==> src/rtl/gray_step_arbiter.sv <==
// gray_step_arbiter: round-robin sharing of one 3-bit Gray counter between two requesters
// Each job drives En for exactly Steps cycles, then captures GrayIn/OvfIn and pulses Done.
// Ports: Clk/Reset (sync, active-high); Req0/Steps0, Req1/Steps1 requests;
//   Grant0/Grant1 (RUN..DONE), Done0/Done1 (one-cycle completion pulse);
//   En, GrayIn, OvfIn to/from the shared counter; Result/ResultOvf captured at job end;
//   Busy (RUN or DONE); Err sticky Gray-step error.
// Macro GRAY_STEP_CHECK_EN enables the Gray single-bit-step checker; otherwise Err is tied 0.
module gray_step_arbiter #(
    parameter int STEP_W = 4
) (
    input  logic              Clk,
    input  logic              Reset,
    input  logic              Req0,
    input  logic [STEP_W-1:0] Steps0,
    input  logic              Req1,
    input  logic [STEP_W-1:0] Steps1,
    output logic              Grant0,
    output logic              Grant1,
    output logic              Done0,
    output logic              Done1,
    output logic              En,
    input  logic [2:0]        GrayIn,
    input  logic              OvfIn,
    output logic [2:0]        Result,
    output logic              ResultOvf,
    output logic              Busy,
    output logic              Err
);
    localparam logic [1:0] S_IDLE = 2'd0;
    localparam logic [1:0] S_RUN  = 2'd1;
    localparam logic [1:0] S_DONE = 2'd2;
    logic [1:0]        r_state;
    logic              r_lp;
    logic [STEP_W-1:0] r_cnt;
    logic              r_grant0, r_grant1, r_done0, r_done1;
    logic [2:0]        r_result;
    logic              r_ovf;
    logic              w_elig0, w_elig1, w_pick1;
    logic [STEP_W-1:0] w_steps;
    // a requester still in its Done cycle is not eligible, so a held Req is not re-served
    assign w_elig0 = Req0 & ~r_done0;
    assign w_elig1 = Req1 & ~r_done1;
    assign w_pick1 = w_elig1 & (~w_elig0 | ~r_lp);
    assign w_steps = w_pick1 ? Steps1 : Steps0;
    always_ff @(posedge Clk) begin
        if (Reset) begin
            r_state  <= S_IDLE;
            r_lp     <= 1'b1;
            r_cnt    <= '0;
            r_grant0 <= 1'b0;
            r_grant1 <= 1'b0;
            r_done0  <= 1'b0;
            r_done1  <= 1'b0;
            r_result <= 3'b000;
            r_ovf    <= 1'b0;
        end else begin
            r_done0 <= 1'b0;
            r_done1 <= 1'b0;
            case (r_state)
                S_IDLE: if (w_elig0 | w_elig1) begin
                    r_lp     <= w_pick1;
                    r_cnt    <= w_steps;
                    r_grant0 <= ~w_pick1;
                    r_grant1 <= w_pick1;
                    r_state  <= (w_steps != '0) ? S_RUN : S_DONE;
                end
                S_RUN: begin
                    r_cnt <= r_cnt - 1'b1;
                    if (r_cnt == STEP_W'(1)) r_state <= S_DONE;
                end
                S_DONE: begin
                    r_result <= GrayIn;
                    r_ovf    <= OvfIn;
                    r_done0  <= r_grant0;
                    r_done1  <= r_grant1;
                    r_grant0 <= 1'b0;
                    r_grant1 <= 1'b0;
                    r_state  <= S_IDLE;
                end
                default: r_state <= S_IDLE;
            endcase
        end
    end
    assign En        = (r_state == S_RUN);
    assign Busy      = (r_state != S_IDLE);
    assign Grant0    = r_grant0;
    assign Grant1    = r_grant1;
    assign Done0     = r_done0;
    assign Done1     = r_done1;
    assign Result    = r_result;
    assign ResultOvf = r_ovf;
`ifdef GRAY_STEP_CHECK_EN
    logic [2:0] r_prev;
    logic       r_en_d, r_err;
    logic       w_one;
    // after every stepped cycle the code must differ from the previous one in exactly one bit
    assign w_one = $onehot(GrayIn ^ r_prev);
    always_ff @(posedge Clk) begin
        if (Reset) begin
            r_prev <= 3'b000;
            r_en_d <= 1'b0;
            r_err  <= 1'b0;
        end else begin
            r_prev <= GrayIn;
            r_en_d <= En;
            if (r_en_d && !w_one) r_err <= 1'b1;
        end
    end
    assign Err = r_err;
`else
    assign Err = 1'b0;
`endif
endmodule

==> config.mk <==
export PLATFORM = sky130hd
export DESIGN_NAME = gray_step_arbiter
export DESIGN_NICKNAME = d
export VERILOG_FILES = /design/src/rtl/gray_step_arbiter.sv
export SDC_FILE = /design/constraint.sdc
export NUM_CORES = 1
export LEC_CHECK = 0
export ABC_AREA = 1
export CORE_MARGIN = 5
export CORE_UTILIZATION = 45
export CTS_BUF_LIST = sky130_fd_sc_hd__clkbuf_4 sky130_fd_sc_hd__clkbuf_8 sky130_fd_sc_hd__clkbuf_16
export DETAILED_ROUTE_END_ITERATION = 6
export GPL_TIMING_DRIVEN = 0
export PLACE_DENSITY = 0.8
export SYNTH_ARGS = -nofsm -noshare
export SYNTH_HDL_FRONTEND = slang
export SYNTH_SLANG_ARGS = --single-unit
==> constraint.sdc <==
create_clock -name Clk -period 2.7 [get_ports Clk]
set_input_delay 0.54 -clock Clk [delete_from_list [all_inputs] [get_ports Clk]]
set_output_delay 0.54 -clock Clk [all_outputs]
set_load 0.02 [all_outputs]
### Yosys cells after proc, flatten, opt, wreduce, memory -nomap -nowiden

Index checks and enable logic that the tools add are counted.

| word-level totals | value |
|---|---|
| flip-flop bits (word level) | 15 |
| latch bits | 0 |
| RAM bits | 0 |
| bits in read-only memories | 0 |
| input bits | 16 |
| output and inout port bits | 11 |
| word-level logic and storage cells | 47 |
| memories kept | 0 |

| operators by class | value |
|---|---|
| add/sub/neg operators | 1 |
| multipliers | 0 |
| divide/modulo/power cells | 0 |
| $lt $le $gt $ge | 0 |
| equality and inequality tests | 5 |
| shift operators | 0 |
| multiplexer cells | 11 |
| bitwise logic cells | 11 |
| reductions and logical operators | 10 |

Operators with widths:

| kind | number |
|---|---|
| $mux 4 | 2 |
| $pmux 4 s2 | 1 |
| $reduce_and 2->1 | 4 |
| $mux 2 | 3 |
| $not 1->1 | 6 |
| $reduce_bool 2->1 | 3 |
| $eq 4x1->1 const B | 1 |
| $pmux 1 s2 | 2 |
| $pmux 2 s2 | 1 |
| $reduce_bool 4->1 | 1 |
| $sub 4x1->4 const B | 1 |
| $and 1x1->1 | 3 |
| $eq 2x1->1 const B | 1 |
| $eq 2x2->1 const B | 1 |
| $logic_not 2->1 | 1 |
| $mux 1 | 2 |
| $ne 2x1->1 const B | 1 |
| $ne 2x2->1 const B | 1 |
| $or 1x1->1 | 2 |
| $reduce_or 2->1 | 1 |

### Logic depth before layout (Yosys ltp)

| logic depth | value |
|---|---|
| depth in word-level cells | 10 |
| gate-level depth with buffers | 9 |
| mapped depth without buffers | 9 |

### Least setup slack after synthesis

Ideal clock, no wire load.

| timing path | value |
|---|---|
| path kind | input -> register |
| start | input Req1 |
| end | register r_state[0] |
| setup time | 0.128 ns |
| arrival | 1.164 ns |
| data required time | 2.572 ns |
| slack | 1.408 ns |
| stages | 9 |
| path buffers | 0 |
| cell sequence | inv_1 nor2_4 nand2_4 nand2_1 nand2_1 nor2_1 nand2_1 nand2_1 a21oi_1 |

| on the way | value |
|---|---|
| longest elaborated chain between the ends | 7 |
| elaborated cells between the ends (all ways) | 10 |
| those cells by class | eq/ne: 1; mux: 4; bitwise: 3; reduce/logical: 2 |

RTL lines:

| element | line | RTL |
|---|---|---|
| from (decl) | 15 | `input logic Req1,` |
| $and 1x1->1 (*) | 42 | `assign w_elig1 = Req1 & ~r_done1;` |
| $and 1x1->1 | 43 | `assign w_pick1 = w_elig1 & (~w_elig0 \| ~r_lp);` |
| $mux 4 | 44 | `assign w_steps = w_pick1 ? Steps1 : Steps0;` |
| $reduce_bool 4->1 | 65 | `r_state <= (w_steps != '0) ? S_RUN : S_DONE;` |
| $mux 2 | 65 |  |
| $mux 2 | 60 | `S_IDLE: if (w_elig0 \| w_elig1) begin` |
| $pmux 2 s2 | 59 | `case (r_state)` |
| to (signal assigned) | 65 |  |
| to (decl) | 32 | `logic [1:0] r_state;` |

Every way passes the cells marked *; elsewhere a longest branch is shown, timed or not. The select of a mux whose other input is x is not followed.
A chain may end at the register's enable or synchronous reset.

### Worst setup path after layout

| timing path | value |
|---|---|
| start | register r_state[0] |
| end | output En |

| on the way | value |
|---|---|
| longest elaborated chain between the ends | 1 |

RTL lines:

| element | line | RTL |
|---|---|---|
| $eq 2x1->1 | 84 | `assign En = (r_state == S_RUN);` |
| to (decl) | 21 | `output logic En,` |

Every way passes these cells.

==> flow_metrics.tcl <==
set metrics [dict create \
    timing.critical_path.from_type "flip-flop" \
    insertedDiodeCount 0 \
    detail_route.vias_per_cell 5.06 \
    number_of_enable_flip_flop_cells_after_synthesis 0 \
    port-buffer-count 24 \
    finalWorstPathRequiredPeriod_ns 2.03 \
    syn_avg_cell_area_um2 7.02 \
    most-common-layout-cells "sky130_fd_sc_hd__clkdlybuf4s50_1, sky130_fd_sc_hd__nand2_1, sky130_fd_sc_hd__nor2_1" \
    vias 764 \
    number_of_placed_instances_with_taps_included 147 \
    status "complete, no violations" \
    synth_seq_cells 15 \
    place_ws_ns 0.809 \
    critPathMaxFanout 5 \
    fp.dieH_um 50.8 \
    crit_required_ns 2.16 \
    critical_path_class "reg2out" \
    synth.yosys.seq_area_share_pct 40.0 \
    critical_path.reg2reg.startpoint "Done1$_SDFF_PP0_" \
    cts.root.buffer_cell "sky130_fd_sc_hd__clkbuf_4" \
    area_growth_pct 38.7 \
    finalHoldViolCount 0 \
    p_leak_nw 0.460 \
    initial_utilization_pct 48.7 \
    die_area_um2 2590 \
    maxCapViolCount 0 \
    cts-resized-gates 0 \
    globalRouteOverflowTotal 0 \
    detail_route.iter0.violations 23 \
    timing.reg2reg.setup_slack_ns 1.51 \
    cts_made_buffers 3 \
    report.final.slew_viol_count 0 \
    rsz0062_at_grt "false" \
    detail_route.wirelength_um 1780 \
    crit_arrival_ns 1.49 \
    layout-drive-gt1-share_pct 8.89 \
    postPlaceCellArea_um2 1010 \
    synth_area_um2 751 \
    period_share_pct 75.0 \
    irDropWorstVdd_mv 0.333 \
    global_route_usage_over_all_layers_pct 15.4 \
    final_cell_area_um2 1040 \
    layout.cells.most_common "sky130_fd_sc_hd__clkdlybuf4s50_1" \
    number_of_global_route_vias_before_repair 706 \
    timing.hold.ws_ns 0.488 \
    power.density_cell_area_nw_per_um2 645 \
    drt_pass1_iterations 5 \
    synthArstFlopShare_pct 0 \
    reg2reg_to "r_state[0]$_SDFFE_PP0P_" \
    tritoncts_clock_tree "yes" \
    cts_buffer_depth 2 \
    fin_nets 154 \
    report.final.setup_viol 0 \
    post_syn_nets 125 \
    yosys_most_used_dff "sky130_fd_sc_hd__dfxtp_1" \
    wire_length_of_the_first_global_routing_pass_um 3030 \
    fin_skew_ns 0.00762 \
    setup.worst_path.end "En" \
    antenna_found_initial 0 \
    hpwl_um 1390 \
    coreArea_um2 1540 \
    die-width_um 50.8 \
    yosys.cell_types.count 22 \
    design_power_total_uw 672 \
    route.detailed.drc 0 \
    final.setup.tns_ns 0 \
    globalplace.congestion 0.814 \
    cts.clk_slew.worst_paths_ns 0.10 \
    synth_warnings 0 \
    grt_start_max_net_pins 10 \
    hold_path.class "reg2reg" \
    io_pins 27 \
    setup_slack_ns 0.675 \
    worst_skew_pair.late_latency_ns 0.29 \
    finish.cell_count_without_fillers 151 \
    htreeDepth 1 \
    residual_antenna_violating_net_count_after_detailed_routing 0 \
    cts_setup_buffers 0 \
    postCtsHoldBufs 0 \
    setup.worst_path.end_class "output pin" \
    postSynthCellCount 107 \
    fmax_mhz 494 \
    numClockSinks 15 \
    post_drt_wl_per_cell_um 11.8 \
    worstRegToRegCells 8 \
    std_cell_rows 14 \
    final_core_util_pct 67.5 \
    critPathLaunch "r_state[0]$_SDFFE_PP0P_" \
]
## synth_stat cells, types with 2 or more instances
library cell	instances	area share, %
sky130_fd_sc_hd__nand2_1	23	11
sky130_fd_sc_hd__nor2_1	16	8.0
sky130_fd_sc_hd__dfxtp_1	15	40
sky130_fd_sc_hd__nand3_1	13	8.7
sky130_fd_sc_hd__inv_1	9	4.5
sky130_fd_sc_hd__o21ai_0	7	4.7
sky130_fd_sc_hd__a21oi_1	5	3.3
sky130_fd_sc_hd__ha_1	2	3.3
sky130_fd_sc_hd__inv_2	2	1.0
sky130_fd_sc_hd__nor2_4	2	3.0
sky130_fd_sc_hd__nor3b_1	2	2.0
## where the power goes
| part | switching [mW] | internal, mW | total (mW) | leakage, nW |
|---|---|---|---|---|
| registers | 0.0253 | 0.254 | 0.280 | 0.123 |
| logic | 0.140 | 0.108 | 0.249 | 0.318 |
| clock network | 0.0757 | 0.0675 | 0.143 | 0.0184 |
## per-layer routing
| layer | wire [um] | GRT usage, % |
|---|---|---|
| met1 | 751 | 18.0 |
| met2 | 802 | 24.0 |
| met3 | 179 | 5.52 |
| met4 | 47 | 8.94 |
| met5 | 0 | 0 |
## worst min path at each step
stage	endpoint	cells after the start	slack (ns)	startpoint
4_1_cts	Grant0$_SDFFE_PP0P_	2	0.49	Grant0$_SDFFE_PP0P_
6_report	Grant0$_SDFFE_PP0P_	2	0.49	Grant0$_SDFFE_PP0P_
5_1_grt	Grant1$_SDFFE_PP0P_	2	0.51	Grant1$_SDFFE_PP0P_
3_5_place_dp	Grant1$_SDFFE_PP0P_	2	0.47	Grant1$_SDFFE_PP0P_
2_1_floorplan	r_lp$_SDFFE_PP1P_	2	0.45	r_lp$_SDFFE_PP1P_
3_3_place_gp	Grant1$_SDFFE_PP0P_	2	0.46	Grant1$_SDFFE_PP0P_
## cell families (layout without fill, tap and decap cells)
kind of cell	after synthesis	in the layout	share of synthesized area, %
and+or+nand+nor	61	61	38.3
buffers and inverters	13	41	7.00
AOI/OAI and AO/OA	14	14	9.67
adders and majority gates	2	2	3.33
xor gates and xnor gates	1	1	1.17
DFF	15	15	40.0
other	1	1	0.500
## critical path: stages (launching register included)
cell                              delay (ns)
sky130_fd_sc_hd__dfxtp_1                0.35
sky130_fd_sc_hd__inv_1                  0.09
sky130_fd_sc_hd__nor2_4                 0.14
sky130_fd_sc_hd__clkdlybuf4s50_1        0.63
## flip-flops by register name, summed over array words and instances (netlist names)
register	cells
r_state	2
Done0	1
Grant0	1
Grant1	1
r_lp	1
Result	3
ResultOvf	1
Done1	1
r_cnt	4
## layout make-up
cell class | instances | area [um2]
inverter | 11 | 41.3
timing repair buffer | 24 | 240
sequential | 15 | 300
multi-input combinational | 79 | 398
tap | 16 | 20.0
fill | 138 | 500
clock buffer | 4 | 30.0
buffer | 2 | 11.3
Note: power is estimated with default switching activity, not from simulation.
